## src/rtl/ledpanel_pkg.sv

```systemverilog
// Shared types and geometry for the 32x16 RGB LED panel datapath.
package ledpanel_pkg;

  localparam int PANEL_W     = 32;
  localparam int PANEL_H     = 16;
  localparam int PIX_PER_IMG = PANEL_W * PANEL_H;

  typedef struct packed {
    logic [7:0] r;
    logic [7:0] g;
    logic [7:0] b;
  } rgb_t;

  typedef enum logic [1:0] {
    ST_IDLE,
    ST_SCAN,
    ST_DRAIN
  } anim_state_t;

endpackage

```

## src/rtl/anim_sequencer_if.sv

```systemverilog
// Image-ROM read port plus the valid/ready pixel stream towards the panel driver.
interface anim_sequencer_if
  import ledpanel_pkg::*;
#(
  parameter int IMG_W  = 3,
  parameter int ADDR_W = 9
) ();

  logic [ADDR_W-1:0] rom_addr;
  logic [IMG_W-1:0]  rom_img;
  rgb_t              rom_rgb;
  logic              pix_valid;
  logic              pix_ready;
  rgb_t              pix_rgb;
  logic [ADDR_W-1:0] pix_addr;
  logic              pix_last;

  modport master (
    output rom_addr, rom_img, pix_valid, pix_rgb, pix_addr, pix_last,
    input  rom_rgb, pix_ready
  );

  modport slave (
    input  rom_addr, rom_img, pix_valid, pix_rgb, pix_addr, pix_last,
    output rom_rgb, pix_ready
  );

endinterface

```

## src/rtl/anim_img_stepper.sv

```systemverilog
// Dwell counting and image-index stepping at refresh boundaries.
// ANIM_PINGPONG_EN selects bouncing 0..L..0 instead of wrapping 0..L,0.
module anim_img_stepper #(
  parameter int NUM_IMG = 8,
  parameter int IMG_W   = 3,
  parameter int DWELL_W = 16
) (
  input  logic               clk,
  input  logic               rst_n,
  input  logic               boundary,
  input  logic [DWELL_W-1:0] dwell,
  input  logic [IMG_W-1:0]   last_img,
  output logic [IMG_W-1:0]   cur_img,
  output logic               advance
);

  logic [DWELL_W-1:0] dwell_cnt_q, dwell_cnt_d;
  logic [IMG_W-1:0]   img_q, img_d;
  logic [DWELL_W:0]   dwell_eff;
  logic [DWELL_W:0]   cnt_inc;
  logic [IMG_W-1:0]   last_clamped;

  // Extra bit keeps the +1 compare exact when dwell_cnt is at its maximum.
  assign dwell_eff    = (dwell == '0) ? (DWELL_W+1)'(1) : {1'b0, dwell};
  assign cnt_inc      = {1'b0, dwell_cnt_q} + (DWELL_W+1)'(1);
  assign advance      = boundary && (cnt_inc >= dwell_eff);
  assign last_clamped = (int'(last_img) > NUM_IMG - 1) ? IMG_W'(NUM_IMG - 1) : last_img;
  assign cur_img      = img_q;

  always_comb begin
    dwell_cnt_d = dwell_cnt_q;
    if (advance) begin
      dwell_cnt_d = '0;
    end else if (boundary) begin
      dwell_cnt_d = dwell_cnt_q + DWELL_W'(1);
    end
  end

`ifdef ANIM_PINGPONG_EN
  logic dir_down_q, dir_down_d;

  always_comb begin
    img_d      = img_q;
    dir_down_d = dir_down_q;
    if (advance) begin
      if (last_clamped == '0) begin
        img_d      = '0;
        dir_down_d = 1'b0;
      end else if (!dir_down_q) begin
        if (img_q >= last_clamped) begin
          img_d      = img_q - IMG_W'(1);
          dir_down_d = 1'b1;
        end else begin
          img_d = img_q + IMG_W'(1);
        end
      end else begin
        if (img_q == '0) begin
          img_d      = IMG_W'(1);
          dir_down_d = 1'b0;
        end else begin
          img_d = img_q - IMG_W'(1);
        end
      end
    end
  end

  always_ff @(posedge clk) begin
    if (!rst_n) begin
      dir_down_q <= 1'b0;
    end else begin
      dir_down_q <= dir_down_d;
    end
  end
`else
  always_comb begin
    img_d = img_q;
    if (advance) begin
      img_d = (img_q == last_clamped) ? '0 : img_q + IMG_W'(1);
    end
  end
`endif

  always_ff @(posedge clk) begin
    if (!rst_n) begin
      dwell_cnt_q <= '0;
      img_q       <= '0;
    end else begin
      dwell_cnt_q <= dwell_cnt_d;
      img_q       <= img_d;
    end
  end

endmodule

```

## src/rtl/anim_sequencer.sv

```systemverilog
// Scans the 512 pixels of the current image out on a valid/ready stream and
// steps images only on refresh boundaries. ANIM_PINGPONG_EN: see anim_img_stepper.
module anim_sequencer
  import ledpanel_pkg::*;
#(
  parameter int NUM_IMG = 8,
  parameter int IMG_W   = 3,
  parameter int ADDR_W  = 9,
  parameter int DWELL_W = 16
) (
  input  logic               clk,
  input  logic               rst_n,
  input  logic               enable,
  input  logic [DWELL_W-1:0] dwell,
  input  logic [IMG_W-1:0]   last_img,
  anim_sequencer_if.master   bus,
  output logic               frame_start,
  output logic [IMG_W-1:0]   cur_img
);

  localparam logic [ADDR_W-1:0] LAST_ADDR = ADDR_W'(PIX_PER_IMG - 1);

  anim_state_t       state_q, state_d;
  logic [ADDR_W-1:0] scan_addr_q, scan_addr_d;
  logic              pix_valid_q, pix_valid_d;
  rgb_t              pix_rgb_q, pix_rgb_d;
  logic [ADDR_W-1:0] pix_addr_q, pix_addr_d;
  logic              pix_last_q, pix_last_d;
  logic              frame_start_q, frame_start_d;
  logic              load;
  logic              boundary;
  logic              advance;
  logic [IMG_W-1:0]  img;

  assign load     = !pix_valid_q || bus.pix_ready;
  assign boundary = (state_q == ST_DRAIN) && pix_valid_q && bus.pix_ready && pix_last_q;

  anim_img_stepper #(
    .NUM_IMG (NUM_IMG),
    .IMG_W   (IMG_W),
    .DWELL_W (DWELL_W)
  ) u_stepper (
    .clk      (clk),
    .rst_n    (rst_n),
    .boundary (boundary),
    .dwell    (dwell),
    .last_img (last_img),
    .cur_img  (img),
    .advance  (advance)
  );

  always_comb begin
    state_d       = state_q;
    scan_addr_d   = scan_addr_q;
    pix_valid_d   = pix_valid_q;
    pix_rgb_d     = pix_rgb_q;
    pix_addr_d    = pix_addr_q;
    pix_last_d    = pix_last_q;
    frame_start_d = 1'b0;
    unique case (state_q)
      ST_IDLE: begin
        if (enable) begin
          state_d       = ST_SCAN;
          scan_addr_d   = '0;
          frame_start_d = 1'b1;
        end
      end
      ST_SCAN: begin
        if (load) begin
          pix_valid_d = 1'b1;
          pix_rgb_d   = bus.rom_rgb;
          pix_addr_d  = scan_addr_q;
          pix_last_d  = (scan_addr_q == LAST_ADDR);
          scan_addr_d = scan_addr_q + ADDR_W'(1);
          if (scan_addr_q == LAST_ADDR) begin
            state_d = ST_DRAIN;
          end
        end
      end
      ST_DRAIN: begin
        // Last pixel leaving is the only point where enable and the image may change.
        if (boundary) begin
          pix_valid_d   = 1'b0;
          scan_addr_d   = '0;
          frame_start_d = advance;
          state_d       = enable ? ST_SCAN : ST_IDLE;
        end
      end
      default: state_d = ST_IDLE;
    endcase
  end

  always_ff @(posedge clk) begin
    if (!rst_n) begin
      state_q       <= ST_IDLE;
      scan_addr_q   <= '0;
      pix_valid_q   <= 1'b0;
      pix_rgb_q     <= '0;
      pix_addr_q    <= '0;
      pix_last_q    <= 1'b0;
      frame_start_q <= 1'b0;
    end else begin
      state_q       <= state_d;
      scan_addr_q   <= scan_addr_d;
      pix_valid_q   <= pix_valid_d;
      pix_rgb_q     <= pix_rgb_d;
      pix_addr_q    <= pix_addr_d;
      pix_last_q    <= pix_last_d;
      frame_start_q <= frame_start_d;
    end
  end

  assign bus.rom_addr  = scan_addr_q;
  assign bus.rom_img   = img;
  assign bus.pix_valid = pix_valid_q;
  assign bus.pix_rgb   = pix_rgb_q;
  assign bus.pix_addr  = pix_addr_q;
  assign bus.pix_last  = pix_last_q;
  assign frame_start   = frame_start_q;
  assign cur_img       = img;

endmodule

```

## src/flat_wrapper.sv

```systemverilog
// flat-port wrapper written by rule: the top's interface ports become plain ports
module anim_sequencer_flat import ledpanel_pkg::*;
#(
  parameter int NUM_IMG = 8,
  parameter int IMG_W   = 3,
  parameter int ADDR_W  = 9,
  parameter int DWELL_W = 16
)
  (clk, rst_n, enable, dwell, last_img, frame_start, cur_img, bus_rom_addr, bus_rom_img, bus_pix_valid, bus_pix_rgb, bus_pix_addr, bus_pix_last, bus_rom_rgb, bus_pix_ready);
  anim_sequencer_if #(.IMG_W(IMG_W), .ADDR_W(ADDR_W)) bus_i ();
  input  logic clk;
  input  logic rst_n;
  input  logic enable;
  input  logic [DWELL_W-1:0] dwell;
  input  logic [IMG_W-1:0] last_img;
  output logic frame_start;
  output logic [IMG_W-1:0] cur_img;
  output wire logic [$bits(bus_i.rom_addr)-1:0] bus_rom_addr;
  output wire logic [$bits(bus_i.rom_img)-1:0] bus_rom_img;
  output wire logic [$bits(bus_i.pix_valid)-1:0] bus_pix_valid;
  output wire logic [$bits(bus_i.pix_rgb)-1:0] bus_pix_rgb;
  output wire logic [$bits(bus_i.pix_addr)-1:0] bus_pix_addr;
  output wire logic [$bits(bus_i.pix_last)-1:0] bus_pix_last;
  input wire logic [$bits(bus_i.rom_rgb)-1:0] bus_rom_rgb;
  input wire logic [$bits(bus_i.pix_ready)-1:0] bus_pix_ready;
  assign bus_rom_addr = bus_i.rom_addr;
  assign bus_rom_img = bus_i.rom_img;
  assign bus_pix_valid = bus_i.pix_valid;
  assign bus_pix_rgb = bus_i.pix_rgb;
  assign bus_pix_addr = bus_i.pix_addr;
  assign bus_pix_last = bus_i.pix_last;
  assign bus_i.rom_rgb = bus_rom_rgb;
  assign bus_i.pix_ready = bus_pix_ready;
  anim_sequencer #(.NUM_IMG(NUM_IMG), .IMG_W(IMG_W), .ADDR_W(ADDR_W), .DWELL_W(DWELL_W)) u_core (.clk(clk), .rst_n(rst_n), .enable(enable), .dwell(dwell), .last_img(last_img), .bus(bus_i), .frame_start(frame_start), .cur_img(cur_img));
endmodule
```

## config.mk

```make
export PLATFORM = sky130hd
export DESIGN_NAME = anim_sequencer_flat
export DESIGN_NICKNAME = d
export VERILOG_FILES = /design/src/rtl/ledpanel_pkg.sv /design/src/rtl/anim_sequencer_if.sv /design/src/rtl/anim_img_stepper.sv /design/src/rtl/anim_sequencer.sv /design/src/flat_wrapper.sv
export SDC_FILE = /design/constraint.sdc
export NUM_CORES = 1
export LEC_CHECK = 0
export ABC_CLOCK_PERIOD_IN_PS = 3700
export CAP_MARGIN = 40
export CORE_MARGIN = 2
export CORE_UTILIZATION = 49
export CTS_CLUSTER_DIAMETER = 40
export DETAILED_ROUTE_END_ITERATION = 10
export PLACE_DENSITY = 0.81
export SYNTH_ARGS = -nofsm -noshare
export SYNTH_HDL_FRONTEND = slang
export SYNTH_SLANG_ARGS = --single-unit
export TNS_END_PERCENT = 10
```

## constraint.sdc

```tcl
create_clock -name clk -period 3.7 [get_ports clk]
set_clock_uncertainty 0.2 [all_clocks]
set_input_delay 0.555 -clock clk [delete_from_list [all_inputs] [get_ports clk]]
set_output_delay 0.555 -clock clk [all_outputs]
set_load 0.03 [all_outputs]
```

# [Yosys cells after proc, flatten, opt, wreduce, memory -nomap -nowiden]
# Cells that the tools add are included.
[op_classes] add_sub_neg=4 n_lt_le_gt_ge=1 n_eq_ne=8 mux=18 bitwise=1 reduce_logical=15
[ops] operator="$mux 9" n=3
[ops] operator="$pmux 9 s3" n=1
[ops] operator="$add 16x1->17 const B" n=1
[ops] operator="$ge 17x16->1" n=1
[ops] operator="$add 16x1->16 const B" n=1
[ops] operator="$logic_not 16->1" n=1
[ops] operator="$mux 16" n=1
[ops] operator="$add 9x1->9 const B" n=1
[ops] operator="$eq 9x9->1 const B" n=1
[ops] operator="$mux 2" n=4
[ops] operator="$reduce_and 4->1" n=2
[ops] operator="$pmux 2 s3" n=1
[ops] operator="$mux 1" n=5
[ops] operator="$logic_and 1x1->1" n=4
[ops] operator="$ne 2x1->1 const B" n=2
[ops] operator="$ne 2x2->1 const B" n=2
[ops] operator="$pmux 1 s2" n=2
[ops] operator="$add 3x1->3 const B" n=1
[ops] operator="$eq 3x3->1" n=1
[ops] operator="$mux 3" n=1
[ops] operator="$reduce_and 3->1" n=1
[ops] operator="$reduce_bool 3->1" n=1
[ops] operator="$eq 2x1->1 const B" n=1
[ops] operator="$eq 2x2->1 const B" n=1
[ops] operator="7 further kinds" n=7
[totals] ff_bits=66 output_inout_bits=51 elab_cells=58

# [Depth between registers and ports, before layout]
# Gate-level depths: netlist of the first run.
[depth] ltp_word=7 ltp_mapped=13 depth_no_buf=12

# [Cells and area by module]
# From an unflattened synthesis of the first run, not the netlist that was laid out.
[unflattened] cells_unflattened=424 area_unflattened_um2=3415.8
[by_module_without_submodules] mod="anim_sequencer" n_inst=1 cells_per_inst=233 area_each_um2=1838.0
[by_module_without_submodules] mod="anim_img_stepper" n_inst=1 cells_per_inst=191 area_each_um2=1577.8

# [Least setup slack after synthesis of the first run]
# OpenSTA, ideal clock, no wires.
[synth_path] kind="register to register" startpoint="reg u_core.u_stepper.dwell_cnt_q[0]" endpoint="reg u_core.u_stepper.img_q[1] (netlist: u_core.u_stepper.cur_img[1])" setup_time_ns=0.072 arrival_ns=3.020 t_required_ns=3.428 setup_slack_ns=0.408 stages_incl_launch_ff=13 path_buffers=0 synth_period_minus_slack_ns=3.292 path_cell_list="dfxtp_1 > ha_1 > nand3_1 > nor3_1 > and4_1 > xor2_1 > ha_1 > nand3_1 > or3_1 > nor4_1 > nor3_2 > a21oi_1 > mux2i_1"
[synth_between] elab_chain_len=3
[synth_lines] element="start, declared" line="anim_img_stepper.sv:17" rtl="logic [DWELL_W-1:0] dwell_cnt_q, dwell_cnt_d;"
[synth_lines] element="start signal, assigned" line="anim_img_stepper.sv:88" rtl="dwell_cnt_q <= dwell_cnt_d;"
[synth_lines] element="$add 16x1->17" line="anim_img_stepper.sv:25" rtl="assign cnt_inc = {1'b0, dwell_cnt_q} + (DWELL_W+1)'(1);"
[synth_lines] element="via u_core.u_stepper.cnt_inc[14]" line="anim_img_stepper.sv:20" rtl="logic [DWELL_W:0] cnt_inc;"
[synth_lines] element="$ge 17x16->1" line="anim_img_stepper.sv:26" rtl="assign advance = boundary && (cnt_inc >= dwell_eff);"
[synth_lines] element="$logic_and 1x1->1" line="anim_img_stepper.sv:26"
[synth_lines] element="end signal, assigned" line="anim_img_stepper.sv:89" rtl="img_q <= img_d;"
[synth_lines] element="end, declared" line="anim_img_stepper.sv:18" rtl="logic [IMG_W-1:0] img_q, img_d;"
# The timed path passes the listed nets, and every way through them passes these cells.
# A chain may end at the register's enable or synchronous reset.

# [Worst setup path after layout of the first run]
[layout_path] startpoint="reg u_core.u_stepper.dwell_cnt_q[2]" endpoint="reg u_core.u_stepper.dwell_cnt_q[8]"
[layout_between] elab_chain_len=4 word_cells_on_any_way=5
[layout_lines] element="$add 16x1->17" line="anim_img_stepper.sv:25"
[layout_lines] element="via u_core.u_stepper.cnt_inc[15]" line="anim_img_stepper.sv:20"
[layout_lines] element="$ge 17x16->1" line="anim_img_stepper.sv:26"
[layout_lines] element="$logic_and 1x1->1" line="anim_img_stepper.sv:26"
[layout_lines] element="$reduce_or 2->1 (no line)"
# The timed path passes the listed nets, and every way through them passes these cells.

==> impl_results.md, run 1 <==
* Drt via density at 5.32
* Hold Crit Class: flip-flop to flip-flop
* GRT Overall Usage at 21.8%
* Routability congestion estimate from global placement at 0.817
* WP data required at 3.69 ns
* Area leader, netlist: dfxtp_1
* Num Clock Sinks at 66
* Share of cells above drive strength 1 at 6.90%
* Max_cap viols at 0
* Worst-margin pin slew at 0.938 ns
* CP bufs+invs at 1
* Post-Syn Area at 3610 sq um
* Drt total wl at 8800 um
* Fin. Hold Viols at 0
* Global routing's busiest layer: met2
* Syn Area/Cell at 7.94 sq um
* Period Utilization, post-route at 92.7%
* Ant. Diodes at 0
* Largest net degree at the start of global routing at 40
* Dominant cells by area after synthesis: dfxtp_1 37%, nand2_1 10%, ha_1 8.3%
* DRT iter0 DRCs at 151
* Slew headroom at 36.9%
* Max rail drop VDD at 285 uV
* DR vias at 3,455
* First-pass GRT wire length at 14,700 um
* Chip width at 89.9 um
* Fmax at 292 MHz
* Fillers at 585
* Die ar. at 8080 sq um
* Total Negative Setup Slacks at 0 ns
* # IOs at 98
* CP max-delay cell: or3_1
* CP delay by family, top: simple AND/OR/NAND/NOR gates
* Critical path class: flip-flop to flip-flop
* Dominant synthesized flop cell: dfxtp_1
* # DRC at 0
* H-tree depth at 3
* Pins Over Slew Limit at 0
* Crit-path cells: nand4_1 -> or3_1 -> nor2_1 -> xor2_1 -> ha_1 -> nand3_1 -> or3_1 -> nor4_4 -> nor3_4 -> buf_6 -> o211ai_1 -> a21oi_1
* Antenna violations before repair at 0
* CTS root buf: clkbuf_8
* Area share of the largest cell type after synthesis at 36.6%
* Final setup violation count at 0
* Net Count, Synth at 526
* Synth warn at 0
* Crit Path Max Fanout at 15
* GR Util met3 at 8.13%
* Count leader, synth: nand2_1
* Input/output buffers at 97
* CP Launch Type: flip-flop
* Setup Fix Bufs, Post-CTS at 0
* Post-route ant nets at 0
* DR WL/cell at 13.5 um
* Hpwl dp at 6300 um
* CTS max path bufs at 2
* CTS tree: built
* Final core occ at 68.0%
* Status: complete, no violations
* Core Area at 7210 sq um
* Synth cell count leaders: 100 x nand2_1, 66 x dfxtp_1, 31 x a21boi_0
* First drt pass iteration count at 4
* Netlist cell types at 47
* Area growth syn-to-layout at 35.7%
* Lkg Pwr at 1.86 nW
* Clock slew at reported path FFs at 0.07 ns
* RSZ-0062 raised after global routing: no
* Post-synthesis sequential area ratio at 36.6%
* Worst Setup End Kind: flip-flop
* Die H at 89.9 um
* Pwr Density at 353 nW/um^2
* Worst-Skew Late Latency at 0.34 ns
* Crit-path most repeated cell: or3_1
* # rows at 31
* Yosys reg bits at 66
* # nets final at 617
* Critical Path Max Stage Delay at 0.49 ns
* Met1 usage at 25.0%
* Worst Path Arrival at 3.42 ns
* Starting Density at 50.1%
* GR Util met2 at 37.8%
* Number of global-route vias before repair at 3,280
* CTS Buf Count at 9
* Post-Synthesis Cells at 455
* Tmin final at 3.43 ns
* Post-synth EDFFs at 0
* GR Overflow Total at 0
* Post-synth ARST share at 0%
cell families after synthesis:
family / Yosys count / synth area share (%)
and+or+nand+nor: 193 / 25.1
AOI/OAI and AO/OA: 95 / 17.9
DFF: 66 / 36.6
buffers and inverters: 54 / 6.44
adders and majority gates: 24 / 8.31
xor gates and xnor gates: 22 / 5.33
muxes: 1 / 0.277
metrics by stage:
| step | setup slack [ns] | instances | total power, mW | hold WS [ns] | cell area (sq um) |
|---|---|---|---|---|---|
| floorplan | 0.408 | 455 | 0.984 | 0.257 | 3610 |
| global placement | 0.278 | 634 | 1.13 | 0.243 | 4670 |
| detailed placement | 0.162 | 634 | 1.14 | 0.254 | 4670 |
| CTS | 0.116 | 650 | 1.75 | 0.264 | 4870 |
| global route | 0.0197 | 650 | 1.81 | 0.271 | 4900 |
| finish | 0.271 | 650 | 1.73 | 0.260 | 4900 |
final timing paths:
kind / cells after the start / slack (ns) / end / from
worst min register to register: 2 / 0.26 / u_core.bus.pix_rgb[4] / u_core.bus.pix_rgb[4]
worst min-delay path: 2 / 0.26 / u_core.bus.pix_rgb[4] / u_core.bus.pix_rgb[4]
worst max register to register: 12 / 0.27 / u_core.u_stepper.dwell_cnt_q[8] / u_core.u_stepper.dwell_cnt_q[2]
worst max-delay path: 12 / 0.27 / u_core.u_stepper.dwell_cnt_q[8] / u_core.u_stepper.dwell_cnt_q[2]
flip-flops by register name, summed over array words and instances, names as in the netlist, 2 cells and up:
signal / flops
u_core.state_q: 2
u_core.u_stepper.dwell_cnt_q: 16
u_core.bus.pix_addr: 9
u_core.bus.rom_addr: 9
u_core.u_stepper.cur_img: 3
u_core.bus.pix_rgb: 24
area by class of cell:
cell class                      count  area [sq um]  area share (%)
Clock inverter                      2          35.0           0.714
Sequential cell                    66          1320            26.9
Multi-Input combinational cell    335          2100            42.8
Timing Repair Buffer              110          1070            21.9
Clock buffer                       14           163            3.32
Tap cell                           99           124            2.53
Inverter                           24          90.1            1.84
layout by cell type (no fill, tap or decap), drive strengths merged, types with 2 or more instances in the layout:
| cell | n |
|---|---|
| nor2 | 19 |
| o211ai | 3 |
| a21oi | 30 |
| nor3b | 3 |
| ha | 24 |
| nand4 | 22 |
| dfxtp | 66 |
| a21o | 2 |
| nor4 | 6 |
| a31oi | 6 |
| a41o | 2 |
| a21boi | 32 |
| buf | 13 |
| clkbuf | 14 |
| o2bb2ai | 2 |
| xor2 | 14 |
| o21a | 2 |
| inv | 24 |
| nor3 | 10 |
| nor2b | 6 |
| or3 | 4 |
| nand3 | 17 |
| nand2 | 100 |
| and3 | 2 |
| xnor2 | 8 |
| clkdlybuf4s50 | 97 |
| o21ai | 10 |
per-layer routing:
metal	routed length, um	part of all wire [%]
met2	4260	48
met1	3760	43
met5	0	0
met3	692	7.9
met4	93	1.1
where the power goes:
part	switching [mW]	total (mW)	internal, mW
registers	0.0246	0.770	0.745
logic	0.199	0.352	0.153
clock network	0.263	0.611	0.348
tightest hold or removal path: stages (launching register included):
cell	delay (ns)
dfxtp_1	0.31
nand2_1	0.04
a21boi_0	0.06
what timing repair did:
item	4_1_cts	5_1_grt
endpoints found under the setup margin	0	15
gates resized for setup	0	7
hold buffers	0	0
(Power assumes the default switching activity.)
==> run 2, diff against run 1 <==
--- a/config.mk
+++ b/config.mk
@@ -7,11 +7,15 @@
 export LEC_CHECK = 0
 export ABC_CLOCK_PERIOD_IN_PS = 3700
 export CAP_MARGIN = 40
+export CELL_PAD_IN_SITES_DETAIL_PLACEMENT = 0
+export CELL_PAD_IN_SITES_GLOBAL_PLACEMENT = 1
 export CORE_MARGIN = 2
-export CORE_UTILIZATION = 49
+export CORE_UTILIZATION = 35
+export CTS_BUF_LIST = sky130_fd_sc_hd__clkbuf_4 sky130_fd_sc_hd__clkbuf_8 sky130_fd_sc_hd__clkbuf_16
 export CTS_CLUSTER_DIAMETER = 40
+export CTS_CLUSTER_SIZE = 8
 export DETAILED_ROUTE_END_ITERATION = 10
-export PLACE_DENSITY = 0.81
+export PLACE_DENSITY_LB_ADDON = 0.1
 export SYNTH_ARGS = -nofsm -noshare
 export SYNTH_HDL_FRONTEND = slang
 export SYNTH_SLANG_ARGS = --single-unit
==> run 2 against run 1 <==
Net effect: cell area rose by 1.6%; combinational power up 2%; critical path depth rose by 2; register-to-register slack better by 0.02 ns; count of clock-buffer cells in the layout decreased by 2; fmax grew 0.69%; power is 6.4% higher; clock power rose by 17%; worst setup slack better by 0.023 ns; flip-flop and latch count did not move; largest cell class unchanged.
==> impl_results.md, run 2 (same netlist as run 1, synthesis figures left out) <==
* WP data required at 3.72 ns
* Pins Over Slew Limit at 0
* # rows at 37
* Post-route ant nets at 0
* Worst-Skew Late Latency at 0.34 ns
* Antenna violations before repair at 0
* Die ar. at 11,200 sq um
* GR Overflow Total at 0
* Crit path capture: u_core.u_stepper.dwell_cnt_q[2]
* Critical Path Max Stage Delay at 0.42 ns
* Ant. Diodes at 0
* DRT iter0 DRCs at 142
* Period Utilization, post-route at 92.0%
* Final setup violation count at 0
* Max_cap viols at 0
* # nets final at 616
* R2R depth at 14
* Global routing's busiest layer: met2
* Lkg Pwr at 1.87 nW
* CP Launch Type: flip-flop
* Critical path class: flip-flop to flip-flop
* Max rail drop VDD at 200 uV
* Largest net degree at the start of global routing at 40
* CP bufs+invs at 2
* CTS root buf: clkbuf_8
* Clock slew at reported path FFs at 0.07 ns
* Fillers at 1,013
* Share of cells above drive strength 1 at 7.27%
* Die H at 106 um
* RSZ-0062 raised after global routing: no
* Starting Density at 35.5%
* Post-DP Area at 4730 sq um
* H-tree depth at 3
* Area growth syn-to-layout at 37.9%
* CTS tree: built
* Commonest non-fill, non-tap cell in the layout: nand2_1
* Worst-margin pin slew at 0.634 ns
* CP delay by family, top: simple AND/OR/NAND/NOR gates
* Crit path from: u_core.u_stepper.dwell_cnt_q[0]
* Worst Setup End Kind: flip-flop
* Critical path depth at 14
* GRT Overall Usage at 17.4%
* Pwr Density at 370 nW/um^2
* Total Negative Setup Slacks at 0 ns
* Flop2flop setup slack at 0.29 ns
* Tmin final at 3.41 ns
* Worst reg2reg endpoint: u_core.u_stepper.dwell_cnt_q[2]
* Setup Fix Bufs, Post-CTS at 0
* Hold path depth at 2
* Num Clock Sinks at 66
* CP max-delay cell: dfxtp_1
* Most frequent cells in the layout: 100 x nand2_1, 97 x clkdlybuf4s50_1, 65 x dfxtp_1, 31 x a21boi_0, 28 x a21oi_1
* Crit-path cells: ha_1 -> nand3_1 -> buf_4 -> nor2_1 -> nand3_1 -> xnor2_1 -> ha_1 -> nand2_1 -> or3_1 -> nor4_2 -> nor3_2 -> buf_4 -> o211ai_1 -> a21boi_0
* Slew headroom at 57.8%
* GR Util met3 at 4.95%
* First-pass GRT wire length at 15,800 um
* Core Area at 10,200 sq um
* GR Util met2 at 29.5%
* CTS Buf Count at 9
* Status: complete, no violations
* Routability congestion estimate from global placement at 0.809
* Drt total wl at 9230 um
* Fmax at 294 MHz
* Number of global-route vias before repair at 3,367
* CTS max path bufs at 2
* Power Total at 1.84 mW
* Met1 usage at 21.4%
* Hold Crit Class: flip-flop to flip-flop
* Cell area after layout at 4980 sq um
* Fin. Hold Viols at 0
* First drt pass iteration count at 4
* Worst Path Arrival at 3.43 ns
* # IOs at 98
* Max reg flops at 24
* Drt via density at 4.91
* Hpwl dp at 6620 um
* # DRC at 0
* Chip width at 106 um
* DR WL/cell at 13.5 um
* Input/output buffers at 97
* Crit Path Max Fanout at 10
* RR Startpoint: u_core.u_stepper.dwell_cnt_q[0]
* DR vias at 3,369
## run 2: power by group
| group | total (mW) | switching (mW) | internal [mW] |
|---|---|---|---|
| clock network | 0.716 | 0.283 | 0.434 |
| logic | 0.359 | 0.201 | 0.158 |
| registers | 0.769 | 0.0243 | 0.745 |
## run 2: area by class of cell
type | instances | area (sq um) | area share (%)
Clock buffer | 12 | 165 | 3.31
Timing Repair Buffer | 109 | 1080 | 21.7
Clock inverter | 4 | 72.6 | 1.46
Tap cell | 136 | 170 | 3.41
Sequential cell | 66 | 1320 | 26.5
Multi-Input combinational cell | 335 | 2080 | 41.8
Inverter | 24 | 90.1 | 1.81
## run 2: what timing repair did
item                                    CTS  global route
gates resized for setup                   0             4
hold buffers                              0             0
endpoints found under the setup margin    0            20
## run 2: worst min path at each step
stage               slack, ns                              from                               end
floorplan                0.26  u_core.u_stepper.dwell_cnt_q[15]  u_core.u_stepper.dwell_cnt_q[15]
global placement         0.24            u_core.bus.pix_rgb[16]            u_core.bus.pix_rgb[16]
detailed placement       0.25            u_core.bus.pix_rgb[15]            u_core.bus.pix_rgb[15]
CTS                      0.26            u_core.bus.pix_rgb[15]            u_core.bus.pix_rgb[15]
global route             0.27            u_core.bus.pix_rgb[23]            u_core.bus.pix_rgb[23]
finish                   0.25            u_core.bus.pix_rgb[23]            u_core.bus.pix_rgb[23]
## run 2: routing by layer
metal,up-vias,part of all wire [%]
li1,1748,-
met1,1554,45
met3,7,5.3
met4,0,0.95
met5,-,0
met2,60,48
## run 2: through the flow
step           setup slack (ns)  hold slack (ns)  util (%)  std cells
6_report                  0.295            0.253      48.9        686
5_1_grt                  0.0155            0.275      48.9        686
4_1_cts                   0.126            0.257      48.8        686
3_5_place_dp              0.170            0.246      46.4        670
3_3_place_gp              0.244            0.242      46.2        669
2_1_floorplan             0.408            0.257         -        455
## run 2: tightest hold or removal path: stages (launching register included)
cell	delay [ns]
dfxtp_1	0.31
nand2_1	0.05
a21oi_1	0.05
==> run 3, diff against run 2 <==
--- a/config.mk
+++ b/config.mk
@@ -6,7 +6,7 @@
 export NUM_CORES = 1
 export LEC_CHECK = 0
 export ABC_CLOCK_PERIOD_IN_PS = 3700
-export CAP_MARGIN = 40
+export CAP_MARGIN = 20
 export CELL_PAD_IN_SITES_DETAIL_PLACEMENT = 0
 export CELL_PAD_IN_SITES_GLOBAL_PLACEMENT = 1
 export CORE_MARGIN = 2
@@ -15,7 +15,7 @@
 export CTS_CLUSTER_DIAMETER = 40
 export CTS_CLUSTER_SIZE = 8
 export DETAILED_ROUTE_END_ITERATION = 10
-export PLACE_DENSITY_LB_ADDON = 0.1
+export PLACE_DENSITY_LB_ADDON = 0.2
 export SYNTH_ARGS = -nofsm -noshare
 export SYNTH_HDL_FRONTEND = slang
 export SYNTH_SLANG_ARGS = --single-unit
==> run 3 against run 2 <==
Net effect: wire length decreased by 0.71%; clock power down 5.9%; non-clock buffer count increased by 1; largest power group unchanged; hold slack improved by 0.0067 ns; first-iteration DRC count is 14% lower; critical path depth shrank 1; critical path type unchanged; register-to-register slack worse by 0.09 ns; largest cell class unchanged; die area did not move; flip-flop and latch count unchanged; cell area decreased by 0.50%; sequential share of layout area increased by 0.13 points.
==> impl_results.md, run 3 (same netlist as run 1, synthesis figures left out) <==
* Antenna violations before repair at 0
* Crit-path most repeated cell: ha_1
* Pins Over Slew Limit at 0
* Worst Path Arrival at 3.55 ns
* Commonest non-fill, non-tap cell in the layout: nand2_1
* Worst-margin pin slew at 0.864 ns
* Share of cells above drive strength 1 at 7.80%
* Status: complete, no violations
* Core Area at 10,200 sq um
* Largest net degree at the start of global routing at 40
* GRT Overall Usage at 16.7%
* GR Overflow Total at 0
* CP delay by family, top: simple AND/OR/NAND/NOR gates
* CP max-delay cell: dfxtp_1
* Num Clock Sinks at 66
* Drt total wl at 9170 um
* Critical path depth at 13
* First-pass GRT wire length at 15,200 um
* Slew headroom at 42.4%
* Tmin final at 3.49 ns
* # DRC at 0
* CTS Buf Count at 9
* Final hold slack at 0.260 ns
* CTS tree: built
* Die H at 106 um
* Setup Slack @ Placement at 0.123 ns
* CTS Hold Buffers Added at 0
* Post-route ant nets at 0
* Worst-Skew Late Latency at 0.34 ns
* Clock slew at reported path FFs at 0.08 ns
* Fillers at 1,024
* CTS max path bufs at 2
* Starting Density at 35.5%
* DR WL/cell at 13.3 um
* Chip width at 106 um
* Input/output buffers at 97
* RSZ-0062 raised after global routing: no
* DR vias at 3,419
* Power Total at 1.80 mW
* Critical Path Max Stage Delay at 0.42 ns
* Lkg Pwr at 1.86 nW
* CP Launch Type: flip-flop
* Area growth syn-to-layout at 37.2%
* DRT iter0 DRCs at 122
* R2R depth at 13
* Final Non-Filler Cells at 687
* Fmax at 286 MHz
* Crit-path cells: ha_1 -> nand3_1 -> nor3_1 -> and4_1 -> xor2_1 -> ha_1 -> a21o_1 -> a21oi_1 -> o41ai_1 -> nor3_2 -> buf_4 -> nand4_1 -> a31oi_1
* Pwr Density at 363 nW/um^2
* Period Utilization, post-route at 94.4%
* Max rail drop VDD at 227 uV
* Total Negative Setup Slacks at 0 ns
* Max reg flops at 24
* Area occupied by multi-input gates at 2090 sq um
* Ant. Diodes at 0
* Drt via density at 4.98
* Worst Setup End Kind: flip-flop
* Hold path depth at 2
* WP data required at 3.76 ns
* # IOs at 98
* Die ar. at 11,200 sq um
* Hpwl dp at 6440 um
* Fin. Hold Viols at 0
* Final core occ at 48.7%
* CP bufs+invs at 1
* # nets final at 617
* Hold Crit Class: flip-flop to flip-flop
* H-tree depth at 3
* Number of global-route vias before repair at 3,257
* # rows at 37
* Placed instance count at 670
* Routability congestion estimate from global placement at 0.786
* Crit Path Max Fanout at 12
* Critical path class: flip-flop to flip-flop
* Cell area after layout at 4960 sq um
* Reg area at 1320 sq um
* Max_cap viols at 0
* Post-DP Area at 4710 sq um
* Most frequent cells in the layout: 100 x nand2_1, 97 x clkdlybuf4s50_1, 65 x dfxtp_1, 31 x a21boi_0, 28 x a21oi_1
* First drt pass iteration count at 4
* CTS root buf: clkbuf_8
* Final setup violation count at 0
* Final worst slack at 0.208 ns
-- run 3: report_power, final --
group | internal [mW] | switching (mW)
Combinational | 0.157 | 0.201
Sequential | 0.745 | 0.0242
Clock | 0.394 | 0.280
-- run 3: final cells by class --
cell class	instances	share of cell area, %
Clock buffer	11	2.80
Clock inverter	5	1.59
Inverter	24	1.82
Multi-Input combinational cell	335	42.1
Sequential cell	66	26.7
Tap cell	136	3.43
Timing Repair Buffer	110	21.5
-- run 3: final timing paths --
kind                                         from                          endpoint  slack [ns]
hold / removal             u_core.bus.pix_addr[1]            u_core.bus.pix_addr[1]        0.26
setup / recovery  u_core.u_stepper.dwell_cnt_q[0]  u_core.u_stepper.dwell_cnt_q[12]        0.21
setup reg to reg  u_core.u_stepper.dwell_cnt_q[0]  u_core.u_stepper.dwell_cnt_q[12]        0.21
hold reg to reg            u_core.bus.pix_addr[1]            u_core.bus.pix_addr[1]        0.26
-- run 3: metal layers --
metal | vias to the layer above | global-route usage [%] | part of all wire [%]
met5 | - | 0 | 0
met4 | 0 | 5.64 | 1.3
met3 | 10 | 4.82 | 6.2
met2 | 95 | 28.9 | 48
met1 | 1565 | 19.6 | 44
li1 | 1749 | - | -
-- run 3: timing repair --
action                                  4_1_cts  5_1_grt
setup buffers                                 0        1
gates resized for setup                       0        6
endpoints found under the setup margin        0       20
-- run 3: tightest hold or removal path: cells and delay by family (launching register included) --
kind / cells / cell delay (ns)
flip-flops: 1 / 0.31
AO/OA/AOI/OAI: 1 / 0.06
AND/OR/NAND/NOR: 1 / 0.04
